**config.mk**
```make
export PLATFORM = sky130hd
export DESIGN_NAME = adc_channel_stats
export DESIGN_NICKNAME = d
export VERILOG_FILES = /design/src/rtl/adc_stats_pkg.sv /design/src/rtl/adc_beat_reduce.sv /design/src/rtl/adc_channel_stats.sv
export SDC_FILE = /design/constraint.sdc
export NUM_CORES = 2
export LEC_CHECK = 0
export BUFFER_PORTS_ARGS = -buffer_cell sky130_fd_sc_hd__buf_2
export CELL_PAD_IN_SITES_DETAIL_PLACEMENT = 1
export CELL_PAD_IN_SITES_GLOBAL_PLACEMENT = 1
export CORE_AREA = 2 2 426 428
export CTS_BUF_LIST = sky130_fd_sc_hd__clkbuf_8 sky130_fd_sc_hd__clkbuf_16
export DETAILED_ROUTE_END_ITERATION = 8
export DIE_AREA = 0 0 428 430
export PLACE_DENSITY_LB_ADDON = 0.05
export SLEW_MARGIN = 20
export SYNTH_ARGS = -nofsm -noshare
export SYNTH_HDL_FRONTEND = slang
export SYNTH_HIERARCHICAL = 1
export SYNTH_SLANG_ARGS = --single-unit
```
**constraint.sdc**
```tcl
create_clock -name adcClk -period 17.3 [get_ports adcClk]
set_clock_uncertainty 0.2 [all_clocks]
set_input_delay 3.46 -clock adcClk [delete_from_list [all_inputs] [get_ports adcClk]]
set_output_delay 3.46 -clock adcClk [all_outputs]
set_load 0.02 [all_outputs]
```
**src/rtl/adc_stats_pkg.sv**
```systemverilog
// Shared types and width helpers for the per-channel ADC statistics engine.
package adc_stats_pkg;

  typedef enum logic [1:0] {IDLE, FLUSH, ACCUM, FINISH} state_t;

  function automatic int acc_width(int aw, int l2max);
    return aw + l2max + 1;
  endfunction

  function automatic int cnt_width(int l2max);
    return l2max;
  endfunction

  function automatic int sel_width(int n);
    return (n > 1) ? $clog2(n) : 1;
  endfunction

  // Full-scale codes of a signed aw-bit sample.
  function automatic int fs_max(int aw);
    return (1 << (aw - 1)) - 1;
  endfunction

  function automatic int fs_min(int aw);
    return -(1 << (aw - 1));
  endfunction

endpackage

```
**src/rtl/adc_beat_reduce.sv**
```systemverilog
// Reduces one beat of SPC signed samples to sum, min, max and clip count,
// registered once (pipeline stage S2); the valid flag travels alongside.
module adc_beat_reduce import adc_stats_pkg::*; #(
  parameter int SPC = 8,
  parameter int AW  = 14
) (
  input  logic                             i_clk,
  input  logic                             i_rst,
  input  logic                             i_valid,
  input  logic [SPC-1:0][AW-1:0]           i_samp,
  output logic                             o_valid,
  output logic signed [AW+$clog2(SPC)-1:0] o_sum,
  output logic signed [AW-1:0]             o_min,
  output logic signed [AW-1:0]             o_max,
  output logic [$clog2(SPC):0]             o_clip
);
  localparam int SUM_W  = AW + $clog2(SPC);
  localparam int CLIP_W = $clog2(SPC) + 1;
  localparam logic signed [AW-1:0] FS_POS = AW'(fs_max(AW));
  localparam logic signed [AW-1:0] FS_NEG = AW'(fs_min(AW));

  logic signed [SUM_W-1:0] w_sum;
  logic signed [AW-1:0]    w_min, w_max;
  logic [CLIP_W-1:0]       w_clip;
  logic                    r_valid;
  logic signed [SUM_W-1:0] r_sum;
  logic signed [AW-1:0]    r_min, r_max;
  logic [CLIP_W-1:0]       r_clip;

  always_comb begin
    w_sum  = '0;
    w_min  = FS_POS;
    w_max  = FS_NEG;
    w_clip = '0;
    for (int i = 0; i < SPC; i++) begin
      w_sum = w_sum + SUM_W'($signed(i_samp[i]));
      if ($signed(i_samp[i]) < w_min) w_min = i_samp[i];
      if ($signed(i_samp[i]) > w_max) w_max = i_samp[i];
      if (i_samp[i] == FS_POS || i_samp[i] == FS_NEG) w_clip = w_clip + 1'b1;
    end
  end

  always_ff @(posedge i_clk or posedge i_rst) begin
    if (i_rst) begin
      r_valid <= 1'b0;
      r_sum   <= '0;
      r_min   <= '0;
      r_max   <= '0;
      r_clip  <= '0;
    end else begin
      r_valid <= i_valid;
      r_sum   <= w_sum;
      r_min   <= w_min;
      r_max   <= w_max;
      r_clip  <= w_clip;
    end
  end

  assign o_valid = r_valid;
  assign o_sum   = r_sum;
  assign o_min   = r_min;
  assign o_max   = r_max;
  assign o_clip  = r_clip;
endmodule

```
**src/rtl/adc_channel_stats.sv**
```systemverilog
// Per-channel ADC measurement engine: mux (S1), beat reduce (S2), accumulate (S3),
// with a run FSM producing mean/min/max/clip results per 2^L-sample run.
module adc_channel_stats import adc_stats_pkg::*; #(
  parameter int ADC_COUNT         = 8,
  parameter int ADC_WIDTH         = 14,
  parameter int SAMPLES_PER_CLOCK = 8,
  parameter int AXI_SAMPLE_WIDTH  = 16,
  parameter int LOG2_MAX_COUNT    = 24,
  parameter int RESULT_WIDTH      = 16
) (
  input  logic                                                   adcClk,
  input  logic                                                   adcReset,
  input  logic [ADC_COUNT*SAMPLES_PER_CLOCK*AXI_SAMPLE_WIDTH-1:0] adcsTDATA,
  input  logic                                                   adcsTVALID,
  input  logic                                                   start,
  input  logic                                                   continuous,
  input  logic [sel_width(ADC_COUNT)-1:0]                        channelSelect,
  input  logic [4:0]                                             log2Count,
  output logic                                                   busy,
  output logic                                                   done,
  output logic                                                   resultValid,
  output logic [RESULT_WIDTH-1:0]                                meanValue,
  output logic [ADC_WIDTH-1:0]                                   minValue,
  output logic [ADC_WIDTH-1:0]                                   maxValue,
  output logic [LOG2_MAX_COUNT:0]                                clipCount
);
  localparam int SPC        = SAMPLES_PER_CLOCK;
  localparam int AW         = ADC_WIDTH;
  localparam int AXW        = AXI_SAMPLE_WIDTH;
  localparam int LSPC       = $clog2(SPC);
  localparam int SEL_W      = sel_width(ADC_COUNT);
  localparam int ACC_W      = acc_width(AW, LOG2_MAX_COUNT);
  localparam int CNT_W      = cnt_width(LOG2_MAX_COUNT);
  localparam int FRAC       = RESULT_WIDTH - ADC_WIDTH;
  localparam int SUM_W      = AW + LSPC;
  localparam int CLIP_ACC_W = LOG2_MAX_COUNT + 1;
  localparam int SLOT_BITS  = SPC * AXW;
  localparam logic signed [AW-1:0] FS_POS = AW'(fs_max(AW));
  localparam logic signed [AW-1:0] FS_NEG = AW'(fs_min(AW));

  state_t                  r_state, w_next;
  logic [SEL_W-1:0]        r_chan;
  logic [4:0]              r_log2, w_l2Clamp;
  logic                    r_flushCnt;
  logic [SLOT_BITS-1:0]    w_slots;
  logic [SPC-1:0][AW-1:0]  w_samp, r_s1Samp;
  logic                    r_s1Valid;
  logic                    w_bValid;
  logic signed [SUM_W-1:0] w_bSum;
  logic signed [AW-1:0]    w_bMin, w_bMax;
  logic [LSPC:0]           w_bClip;
  logic signed [ACC_W-1:0] r_sumAcc;
  logic signed [AW-1:0]    r_minAcc, r_maxAcc;
  logic [CLIP_ACC_W-1:0]   r_clipAcc;
  logic [CNT_W-1:0]        r_beatCnt, w_lastIdx;
  logic                    w_lastBeat, w_latch;
  logic                    w_busy, w_clear, w_accEn, w_finish;
  logic signed [ACC_W+FRAC-1:0] w_scaled;
  logic [RESULT_WIDTH-1:0] w_mean;
  logic                    r_done, r_resValid;
  logic [RESULT_WIDTH-1:0] r_mean;
  logic [AW-1:0]           r_min, r_max;
  logic [CLIP_ACC_W-1:0]   r_clip;

  // S1: channel mux; samples are MSB-aligned in their slots.
  assign w_slots = adcsTDATA[int'(r_chan)*SLOT_BITS +: SLOT_BITS];
  for (genvar g = 0; g < SPC; g++) begin : g_slot
    assign w_samp[g] = w_slots[g*AXW + (AXW-AW) +: AW];
  end

  always_ff @(posedge adcClk or posedge adcReset) begin
    if (adcReset) begin
      r_s1Samp  <= '0;
      r_s1Valid <= 1'b0;
    end else begin
      r_s1Samp  <= w_samp;
      r_s1Valid <= adcsTVALID;
    end
  end

  adc_beat_reduce #(.SPC(SPC), .AW(AW)) u_reduce (
    .i_clk(adcClk), .i_rst(adcReset), .i_valid(r_s1Valid), .i_samp(r_s1Samp),
    .o_valid(w_bValid), .o_sum(w_bSum), .o_min(w_bMin), .o_max(w_bMax), .o_clip(w_bClip)
  );

  assign w_l2Clamp  = (log2Count < 5'(LSPC)) ? 5'(LSPC) :
                      (log2Count > 5'(LOG2_MAX_COUNT)) ? 5'(LOG2_MAX_COUNT) : log2Count;
  assign w_lastIdx  = (CNT_W'(1) << (r_log2 - 5'(LSPC))) - CNT_W'(1);
  assign w_lastBeat = (r_beatCnt == w_lastIdx);
  assign w_latch    = start || (r_state == FINISH && continuous);

  always_ff @(posedge adcClk or posedge adcReset) begin
    if (adcReset) r_state <= IDLE;
    else          r_state <= w_next;
  end

  always_comb begin
    w_next = r_state;
    case (r_state)
      IDLE:    if (start) w_next = FLUSH;
      FLUSH:   if (!start && r_flushCnt) w_next = ACCUM;
      ACCUM:   if (start) w_next = FLUSH;
               else if (w_bValid && w_lastBeat) w_next = FINISH;
      FINISH:  w_next = (start || continuous) ? FLUSH : IDLE;
      default: w_next = IDLE;
    endcase
  end

  always_comb begin
    w_busy   = (r_state != IDLE);
    w_clear  = (r_state == FLUSH);
    w_accEn  = (r_state == ACCUM) && w_bValid;
    w_finish = (r_state == FINISH);
  end

  // S3 accumulators; FLUSH restarts its two-cycle drain whenever a new latch occurs.
  always_ff @(posedge adcClk or posedge adcReset) begin
    if (adcReset) begin
      r_chan     <= '0;
      r_log2     <= 5'(LSPC);
      r_flushCnt <= 1'b0;
      r_sumAcc   <= '0;
      r_minAcc   <= FS_POS;
      r_maxAcc   <= FS_NEG;
      r_clipAcc  <= '0;
      r_beatCnt  <= '0;
    end else begin
      if (w_latch) begin
        r_chan <= channelSelect;
        r_log2 <= w_l2Clamp;
      end
      r_flushCnt <= (r_state == FLUSH) && !w_latch;
      if (w_clear) begin
        r_sumAcc  <= '0;
        r_minAcc  <= FS_POS;
        r_maxAcc  <= FS_NEG;
        r_clipAcc <= '0;
        r_beatCnt <= '0;
      end else if (w_accEn) begin
        r_sumAcc  <= r_sumAcc + ACC_W'(w_bSum);
        if (w_bMin < r_minAcc) r_minAcc <= w_bMin;
        if (w_bMax > r_maxAcc) r_maxAcc <= w_bMax;
        r_clipAcc <= r_clipAcc + CLIP_ACC_W'(w_bClip);
        r_beatCnt <= r_beatCnt + 1'b1;
      end
    end
  end

  // Mean = sum * 2^FRAC / 2^L as one arithmetic shift; the result always fits.
  assign w_scaled = {r_sumAcc, {FRAC{1'b0}}};
  assign w_mean   = RESULT_WIDTH'(w_scaled >>> r_log2);

  always_ff @(posedge adcClk or posedge adcReset) begin
    if (adcReset) begin
      r_done     <= 1'b0;
      r_resValid <= 1'b0;
      r_mean     <= '0;
      r_min      <= '0;
      r_max      <= '0;
      r_clip     <= '0;
    end else begin
      r_done <= w_finish;
      if (w_finish) begin
        r_resValid <= 1'b1;
        r_mean     <= w_mean;
        r_min      <= r_minAcc;
        r_max      <= r_maxAcc;
        r_clip     <= r_clipAcc;
      end
    end
  end

  assign busy        = w_busy;
  assign done        = r_done;
  assign resultValid = r_resValid;
  assign meanValue   = r_mean;
  assign minValue    = r_min;
  assign maxValue    = r_max;
  assign clipCount   = r_clip;
endmodule

```
==> run_results.csv <==
group,metric,value,unit
yosys,ys_warn_count,6,
global_routing,antenna_found_initial,146,
route,dr.pass1.iters,7,
die,rows,156,
yosys,synth.distinct_cells,114,
route,vias_per_cell,4.78,
critical_path,crit_buf_inv,11,
cells_and_area,area_delta_synth_final,30.4,%
clock_network,h-tree-depth,2,
cells_and_area,layoutNonFillerInstCount,7133,
clock_network,root_buffer,"clkbuf_16",
yosys,yosys_register_bits,361,
status,status,"finished clean",
route,routed_wl,230000,µm
sta,rsz0062_at_grt,"yes",
route,wl_per_cell,32.2,µm
placement,port_buffers,980,
job,drv_cap,0,
sta,period_needed,16.55,ns
critical_path,max_stage_delay,0.65,ns
cells_and_area,final_nets,6056,
route,drtIter0Drc,1866,
sta,setup_violations,0,
route,drtAntennaViolNets,0,
clock_network,clockBufferDepth,3,
yosys,synth.avg_cell_area,9.82,µm²
global_routing,grt_pass1_wl,309000,µm
placement,hpwl,196000,µm
critical_path,startpoint_type,"register",
cells_and_area,drive_gt1_share,39.0,%
clock_network,cts_sinks,361,
yosys,async_reset_ff_share,100,%
sta,whs,0.163,ns
worst_hold_path,holdCritPathClass,"register to register",
global_routing,grt_overflow,0,
critical_path,cpMaxStageDelayCell,"o41a_2",
yosys,syn-cell-area,35600,µm²
placement,gp_congestion,0.937,
global_routing,grt_pass1_vias,35900,
sta,max_slew_margin,34.2,%
sta,final.setup.tns,0,ns
die,die_h,430,µm
sta,hold_viol,0,
clock_network,tritoncts,"yes",
cells_and_area,final_common_cell,"buf_2",
route,route.detailed.drc,0,
global_routing,grt_max_degree,98,
die,io_pins,1109,
critical_path,crit_family,"compound AO/OA/AOI/OAI gates",
die,dieArea,184000,µm²
placement,placed_area,44400,µm²
route,vias,34100,
die,initial_core_util,19.8,%
clock_network,cts_hold_buf,0,
critical_path,critPathMostFrequentCell,"ha_1",
critical_path,end_kind,"register",
critical_path,crit_arrival,16.95,ns
critical_path,worst-setup-path-type,"register to register",
yosys,synth-seq-area-share,25.4,%
sta,min_period_over_period,95.7,%
clock_network,clk_pin_slew_worst_paths,0.06,ns
sta,slew_violations,0,
yosys,synthCells,3626,
placement,placed_cells,6981,
yosys,synth-edff-count,0,
sta,clock.fmax,0.0604,GHz
clock_network,insertion_delay,0.68,ns
critical_path,critPathMaxFanout,17,
cells_and_area,final_cell_mix,"980 x buf_2, 339 x dfrtp_1, 305 x inv_1",
die,die_w,428,µm
clock_network,numCtsBuffers,52,
critical_path,cp.required,17.70,ns
yosys,synth_nets,5011,
die,core,180000,µm²
yosys,synth-main-ff-cell,"dfrtp_1",
cells_and_area,fin_area,46500,µm²
global_routing,gr-usage-all-layers,24.2,%
cells_and_area,fill_cells,20700,
sta,tightest_slew,0.983,ns
## state kept, by name, summed over array words and instances (netlist names)
signal / count
done: 1
clipCount: 25
r_log2: 5
r_flushCnt: 1
minValue: 14
r_maxAcc: 14
maxValue: 14
r_beatCnt: 24
u_reduce/o_clip: 4
r_minAcc: 14
u_reduce/o_valid: 1
r_clipAcc: 25
r_sumAcc: 39
u_reduce/o_max: 14
u_reduce/o_sum: 17
meanValue: 16
r_chan: 3
resultValid: 1
r_state: 2
r_s1Valid: 1
u_reduce/o_min: 14
r_s1Samp: 112
## layout make-up
type / instances / area [µm²] / area share (%)
multi-input combinational: 2765 / 24800 / 53.3
sequential: 361 / 9070 / 19.5
timing repair buffer: 1195 / 6620 / 14.2
tap: 2370 / 2970 / 6.38
clock buffer: 66 / 1490 / 3.22
inverter: 296 / 1120 / 2.41
clock inverter: 32 / 304 / 0.654
antenna: 48 / 120 / 0.259
## synthesized netlist by cell type (89+ instances only)
library cell | number | share of area, %
dfrtp_1 | 345 | 24
inv_1 | 295 | 3.1
nand2_1 | 295 | 3.1
ha_1 | 259 | 9.1
a21oi_1 | 253 | 3.6
mux4_2 | 238 | 15
o21ai_0 | 220 | 3.1
nor2_1 | 208 | 2.2
mux2_2 | 207 | 6.5
clkbuf_1 | 129 | 1.4
nand3_1 | 127 | 1.8
mux2i_1 | 90 | 2.5
fa_1 | 89 | 5.0
## layer usage
metal / wire length (µm) / global-route usage (%) / share of wire [%]
met5: 130 / 0 / 0.057
met4: 4400 / 4.24 / 1.9
met3: 9750 / 3.42 / 4.2
met2: 109000 / 40.6 / 47
met1: 106000 / 33.3 / 46
## logic make-up after synthesis
logic type	count (synthesis)	synth area share (%)
buffers and inverters	500	5.56
XOR/XNOR	111	2.73
AO/OA/AOI/OAI	791	14.2
adder cells (fa/ha/maj)	355	14.3
multiplexers	549	24.6
flip-flops	361	25.4
AND/OR/NAND/NOR	959	13.2
## final timing paths
check / startpoint / end / slack [ns] / depth (start not counted)
worst max-delay path: r_s1Samp[13]$_DFF_PP0_ / u_reduce/o_max[13]$_DFF_PP0_ / 0.75 / 77
worst min-delay path: r_s1Valid$_DFF_PP0_ / u_reduce/o_valid$_DFF_PP0_ / 0.16 / 0
worst max register to register: r_s1Samp[13]$_DFF_PP0_ / u_reduce/o_max[13]$_DFF_PP0_ / 0.75 / 77
worst min register to register: r_s1Valid$_DFF_PP0_ / u_reduce/o_valid$_DFF_PP0_ / 0.16 / 0
max in group asynchronous: adcReset / r_chan[1]$_DFFE_PP0P_ / 12.69 / 3
min in group asynchronous: adcReset / r_sumAcc[23]$_DFFE_PP0P_ / 2.75 / 2
## metrics by stage
step                      utilization [%]  worst slack [ns]
after floorplan                         -             0.351
after global placement               24.7             0.387
after detailed placement             24.7             0.255
after CTS                            25.7             0.269
after global routing                 25.8           0.00392
final                                25.8             0.752
## timing repair
action                     4_1_cts  5_1_grt
setup endpoints to repair        0       28
buffers inserted                 0        6
gates resized for setup          0       30
Power is not shown: default switching activity piles up to over one toggle a cycle in this logic, so the estimate is an artifact.
